`src/rtl/arm_pkg.sv`:
```
// Shared encodings for the multicycle ARM control path: state enum, mux select codes, op field values.
package arm_pkg;

  typedef enum logic [3:0] {
    S_FETCH  = 4'd0,
    S_DECODE = 4'd1,
    S_MEMADR = 4'd2,
    S_MEMRD  = 4'd3,
    S_MEMWB  = 4'd4,
    S_MEMWR  = 4'd5,
    S_EXECR  = 4'd6,
    S_EXECI  = 4'd7,
    S_ALUWB  = 4'd8,
    S_BRANCH = 4'd9
  } state_t;

  localparam logic [1:0] SRCB_RM   = 2'b00;
  localparam logic [1:0] SRCB_IMM  = 2'b01;
  localparam logic [1:0] SRCB_FOUR = 2'b10;

  localparam logic [1:0] RES_ALUOUT = 2'b00;
  localparam logic [1:0] RES_RDATA  = 2'b01;
  localparam logic [1:0] RES_ALU    = 2'b10;

  localparam logic [1:0] OP_DP  = 2'b00;
  localparam logic [1:0] OP_MEM = 2'b01;
  localparam logic [1:0] OP_BR  = 2'b10;

endpackage

```
`src/rtl/arm_mc_ctrl_outdec.sv`:
```
// Combinational state -> mux select / write strobe decoder for the multicycle control FSM.
module arm_mc_ctrl_outdec
  import arm_pkg::*;
(
  input  state_t     state,
  input  logic       mem_ready,
  output logic       irwrite,
  output logic       nextpc,
  output logic       regw,
  output logic       memw,
  output logic       branch,
  output logic       adrsrc,
  output logic       alusrca,
  output logic [1:0] alusrcb,
  output logic [1:0] resultsrc,
  output logic       aluop
);

  always_comb begin
    irwrite   = 1'b0;
    nextpc    = 1'b0;
    regw      = 1'b0;
    memw      = 1'b0;
    branch    = 1'b0;
    adrsrc    = 1'b0;
    alusrca   = 1'b0;
    alusrcb   = SRCB_RM;
    resultsrc = RES_ALUOUT;
    aluop     = 1'b0;
    case (state)
      S_FETCH: begin
        irwrite   = mem_ready;
        nextpc    = mem_ready;
        alusrca   = 1'b1;
        alusrcb   = SRCB_FOUR;
        resultsrc = RES_ALU;
      end
      S_DECODE: begin
        alusrca   = 1'b1;
        alusrcb   = SRCB_FOUR;
        resultsrc = RES_ALU;
      end
      S_MEMADR: alusrcb = SRCB_IMM;
      S_MEMRD:  adrsrc  = 1'b1;
      S_MEMWB: begin
        regw      = 1'b1;
        resultsrc = RES_RDATA;
      end
      // Write strobe is held through wait cycles; memory commits on mem_ready.
      S_MEMWR: begin
        memw   = 1'b1;
        adrsrc = 1'b1;
      end
      S_EXECR: aluop = 1'b1;
      S_EXECI: begin
        alusrcb = SRCB_IMM;
        aluop   = 1'b1;
      end
      S_ALUWB: regw = 1'b1;
      S_BRANCH: begin
        branch    = 1'b1;
        alusrcb   = SRCB_IMM;
        resultsrc = RES_ALU;
      end
      default: ;
    endcase
  end

endmodule

```
`src/rtl/arm_mc_ctrl_fsm.sv`:
```
// Main multicycle ARM control FSM: state register, next-state logic, reset gating of strobes.
// Optional debug ports dbg_state / dbg_undef are enabled by defining ARM_MC_CTRL_DBG_EN.
module arm_mc_ctrl_fsm
  import arm_pkg::*;
(
  input  logic       clk,
  input  logic       reset,
  input  logic [1:0] op,
  input  logic [5:0] funct,
  input  logic       mem_ready,
  output logic       irwrite,
  output logic       nextpc,
  output logic       regw,
  output logic       memw,
  output logic       branch,
  output logic       adrsrc,
  output logic       alusrca,
  output logic [1:0] alusrcb,
  output logic [1:0] resultsrc,
  output logic       aluop
`ifdef ARM_MC_CTRL_DBG_EN
  ,
  output logic [3:0] dbg_state,
  output logic       dbg_undef
`endif
);

  state_t state, next_state, dec_state;
  logic   irwrite_raw, nextpc_raw, regw_raw, memw_raw, branch_raw;
  logic   funct_unused;

  assign funct_unused = ^funct[4:1];

  always_ff @(posedge clk) begin
    if (reset) state <= S_FETCH;
    else       state <= next_state;
  end

  always_comb begin
    next_state = S_FETCH;
    case (state)
      S_FETCH:  next_state = mem_ready ? S_DECODE : S_FETCH;
      S_DECODE: begin
        case (op)
          OP_MEM:  next_state = S_MEMADR;
          OP_DP:   next_state = funct[5] ? S_EXECI : S_EXECR;
          OP_BR:   next_state = S_BRANCH;
          default: next_state = S_FETCH;
        endcase
      end
      S_MEMADR: next_state = funct[0] ? S_MEMRD : S_MEMWR;
      S_MEMRD:  next_state = mem_ready ? S_MEMWB : S_MEMRD;
      S_MEMWR:  next_state = mem_ready ? S_FETCH : S_MEMWR;
      S_EXECR:  next_state = S_ALUWB;
      S_EXECI:  next_state = S_ALUWB;
      default:  next_state = S_FETCH;
    endcase
  end

  // While reset is held the selects already present the fetch setup.
  assign dec_state = reset ? S_FETCH : state;

  arm_mc_ctrl_outdec u_outdec (
    .state     (dec_state),
    .mem_ready (mem_ready),
    .irwrite   (irwrite_raw),
    .nextpc    (nextpc_raw),
    .regw      (regw_raw),
    .memw      (memw_raw),
    .branch    (branch_raw),
    .adrsrc    (adrsrc),
    .alusrca   (alusrca),
    .alusrcb   (alusrcb),
    .resultsrc (resultsrc),
    .aluop     (aluop)
  );

  assign irwrite = irwrite_raw & ~reset;
  assign nextpc  = nextpc_raw  & ~reset;
  assign regw    = regw_raw    & ~reset;
  assign memw    = memw_raw    & ~reset;
  assign branch  = branch_raw  & ~reset;

`ifdef ARM_MC_CTRL_DBG_EN
  assign dbg_state = dec_state;
  assign dbg_undef = ~reset & (state == S_DECODE) & (op == 2'b11);
`endif

endmodule

```
`config.mk`:
```
export PLATFORM = sky130hd
export DESIGN_NAME = arm_mc_ctrl_fsm
export DESIGN_NICKNAME = d
export VERILOG_FILES = /design/src/rtl/arm_pkg.sv /design/src/rtl/arm_mc_ctrl_outdec.sv /design/src/rtl/arm_mc_ctrl_fsm.sv
export SDC_FILE = /design/constraint.sdc
export NUM_CORES = 1
export LEC_CHECK = 0
export ABC_AREA = 1
export CAP_MARGIN = 20
export CORE_AREA = 3 3 40 42
export CTS_CLUSTER_SIZE = 8
export DETAILED_ROUTE_END_ITERATION = 6
export DIE_AREA = 0 0 43 45
export HOLD_SLACK_MARGIN = 0.05
export PLACE_DENSITY = 0.69
export SYNTH_ARGS = -nofsm -noshare
export SYNTH_HDL_FRONTEND = slang
export SYNTH_SLANG_ARGS = --single-unit
```
`constraint.sdc`:
```
create_clock -name clk -period 1 [get_ports clk]
set_input_delay 0.2 -clock clk [delete_from_list [all_inputs] [get_ports clk]]
set_output_delay 0.2 -clock clk [all_outputs]
set_load 0.01 [all_outputs]
```
==> metrics.txt <==
P per Cell Area=862.7 mW/mm2; most frequent cell on the critical path=nand2_1; max_slew headroom=76.50%; Row Count=13; register area share after synthesis=19.63%; Maximum Capacitance Violations=0; fmax=between 600 and 700 MHz; largest reg by FF count=state; Design Power=a little over 0.8 mW; initial antenna violation count=0; nature of the critical path startpoint=register; slowest cell on the critical path=dfxtp_4; clk_skew=0.0002765 ns; total gr overflow=0; Max H-tree Level=1; VDD IR max=0.5673 mV; All-Layer GR Usage=16.71%; Core ar.=0.001285 mm2; CTS tree=yes; die area=0.001935 mm2; GRT met3 Usage=under 10%; placed cell count=118; DRC violations left=0; Iteration-0 DRC Markers=19; CP Cell Sequence=inv_4 -> nor2_4 -> inv_2 -> o21ai_2 -> nand2_1 -> nand2_1 -> buf_2; Initial Util=31.74%; Post-Syn Area per Cell=5.439 um2; Routed WL per cell=12.71 um; met1 Track Usage GR=17.51%; Crit Path Category=reg2out; Detailed Routing Iterations Pass 1=4; max reg flops=4; GR Util met2=a little under a third; busiest grt layer=met2; CP bufs+invs=3; Reg area=95.09 um2; DRT antenna net count=0; vias per inst=4.820; Finished Layout Cells=133; vias in the first global route=approximately 590; hpwl dp=940.7 um; slowest stage delay, CP=0.37 ns; post-synthesis cell type count=17; Area growth syn-to-layout=135.6%; commonest non-fill, non-tap cell in the layout=buf_4; synthesis-stage register bit count=4; Via Count=641; P_leak=0.4818 nW; worst hold path class=in2reg; Mapped Nets=between 80 and 90; layout cell share with drive strength beyond 1=72.03%; total wire length=1691 um; clock buffer depth=2; # clock sinks=4; Setup-failing EPs final=16; Ant. Diodes=0; final setup margin=-0.4575 ns; IO buf count=18; clk_lat worst skew=0.25 ns; Post-Syn Area=407.9 um2; Final period util=145.7%; unrepaired setup endpoints after global routing=true; status=complete, but fails checks; TritonCTS Buffers=3; Hold Vio Cnt, Final=0; Nets=around 130; first-pass GRT wire length=2435 um; failing checks=negative setup slack; I/O pins=23; Req. time, crit path=0.80 ns; area taken by multi-input logic gates=around 420 um2; crit path DAT=about 1.3 ns; fill cell count=between 90 and 100; most frequent cells in the layout=buf_4 (22), nor2_1 (10), nor2_4 (9), nand2_1 (9), buf_2 (9); Tmin final=1.457 ns; Root Driver=clkbuf_4; die height=~45 um; Ys Warns=0; chip width=about 43 um; CP top delay family=flip-flops; Slew Limit Fails=0; Slew @ Worst Pin=between 0.3 and 0.4 ns; Final Wtd Congestion=0.8592; cells after synthesis=75; CP endpoint kind=primary output; CP Max Fanout=3; biggest regs=state (4); largest net degree at the start of global routing=7; Worst-path clk slew=~0.04 ns
synth_stat cells:
cell | n | area share [%]
o21ai_1 | 3 | 3.7
nand2_2 | 2 | 3.1
inv_2 | 2 | 1.8
dfxtp_1 | 4 | 20
nor2_1 | 19 | 17
nor2_4 | 1 | 2.8
a21oi_1 | 1 | 1.2
buf_4 | 2 | 3.7
buf_6 | 1 | 2.8
nand3_1 | 7 | 8.6
inv_1 | 10 | 9.2
nand2_1 | 16 | 15
nor2_2 | 2 | 3.1
a211oi_1 | 1 | 1.8
nand4_1 | 2 | 3.1
buf_2 | 1 | 1.2
clkinv_4 | 1 | 2.1
worst register-to-register path, cell delays in order, from the launching register on:
cell	delay (ns)
dfxtp_4	0.36
inv_4	0.07
buf_4	0.11
nand2_4	0.06
buf_4	0.14
nor2_4	0.16
nand2_1	0.12
nand2_4	0.08
nor2_2	0.03
nor2_1	0.08
path summary, 6_finish.rpt:
path / from / end / slack [ns] / depth (start not counted)
worst max-delay path: state[2]$_SDFF_PP0_ / alusrcb[0] / -0.46 / 7
worst min-delay path: reset / state[1]$_SDFF_PP0_ / 0.56 / 4
worst max register to register: state[2]$_SDFF_PP0_ / state[0]$_SDFF_PP0_ / -0.27 / 9
worst min register to register: state[0]$_SDFF_PP0_ / state[3]$_SDFF_PP0_ / 0.78 / 5
metal layers:
layer	share of wire, %	vias to the layer above
met5	0	-
met4	4.4	0
met1	39	284
met2	49	32
li1	-	316
met3	6.9	9
logic make-up (layout without fill, tap and decap cells):
| kind of cell | after synthesis | in the layout | synth area share, % |
|---|---|---|---|
| and+or+nand+nor | 49 | 49 | 52.76 |
| buffers and inverters | 17 | 60 | 20.86 |
| AOI/OAI and AO/OA | 5 | 5 | 6.747 |
| DFF | 4 | 4 | 19.63 |
metrics by stage:
stage	setup WS (ns)	hold slack, ns	util [%]	cell area [um2]	setup TNS, ns
global placement	-0.8192	0.7039	56.18	721.9	-10.07
CTS	-0.4088	0.5166	65.04	835.8	-4.382
detailed placement	-0.8416	0.7181	56.18	721.9	-10.22
finish	-0.4575	0.5554	74.78	960.9	-5.326
global route	-0.5269	0.5887	74.78	960.9	-6.254
floorplan	-0.07000	0.3650	-	452.9	-0.2661
report_power, final:
part / internal, mW / total [mW] / leakage, nW / switching [mW]
combinational: 0.201 / 0.409 / 0.432 / 0.208
clock: 0.136 / 0.226 / 0.0138 / 0.0901
sequential: 0.169 / 0.194 / 0.0356 / 0.0255
total: 0.506 / 0.829 / 0.482 / 0.323
what timing repair did:
action,4_1_cts,5_1_grt
endpoints found under the setup margin,16,16
pin swaps,9,22
hold buffers,0,0
gates resized for setup,72,29
buffers inserted,10,5
area by class of cell:
| type | instances | share of cell area, % |
|---|---|---|
| Multi-Input combinational cell | 54 | 43.75 |
| Tap cell | 15 | 1.953 |
| Inverter | 13 | 5.859 |
| Sequential cell | 4 | 9.896 |
| Clock buffer | 3 | 2.344 |
| Timing Repair Buffer | 44 | 36.20 |
(Power assumes the default switching activity.)
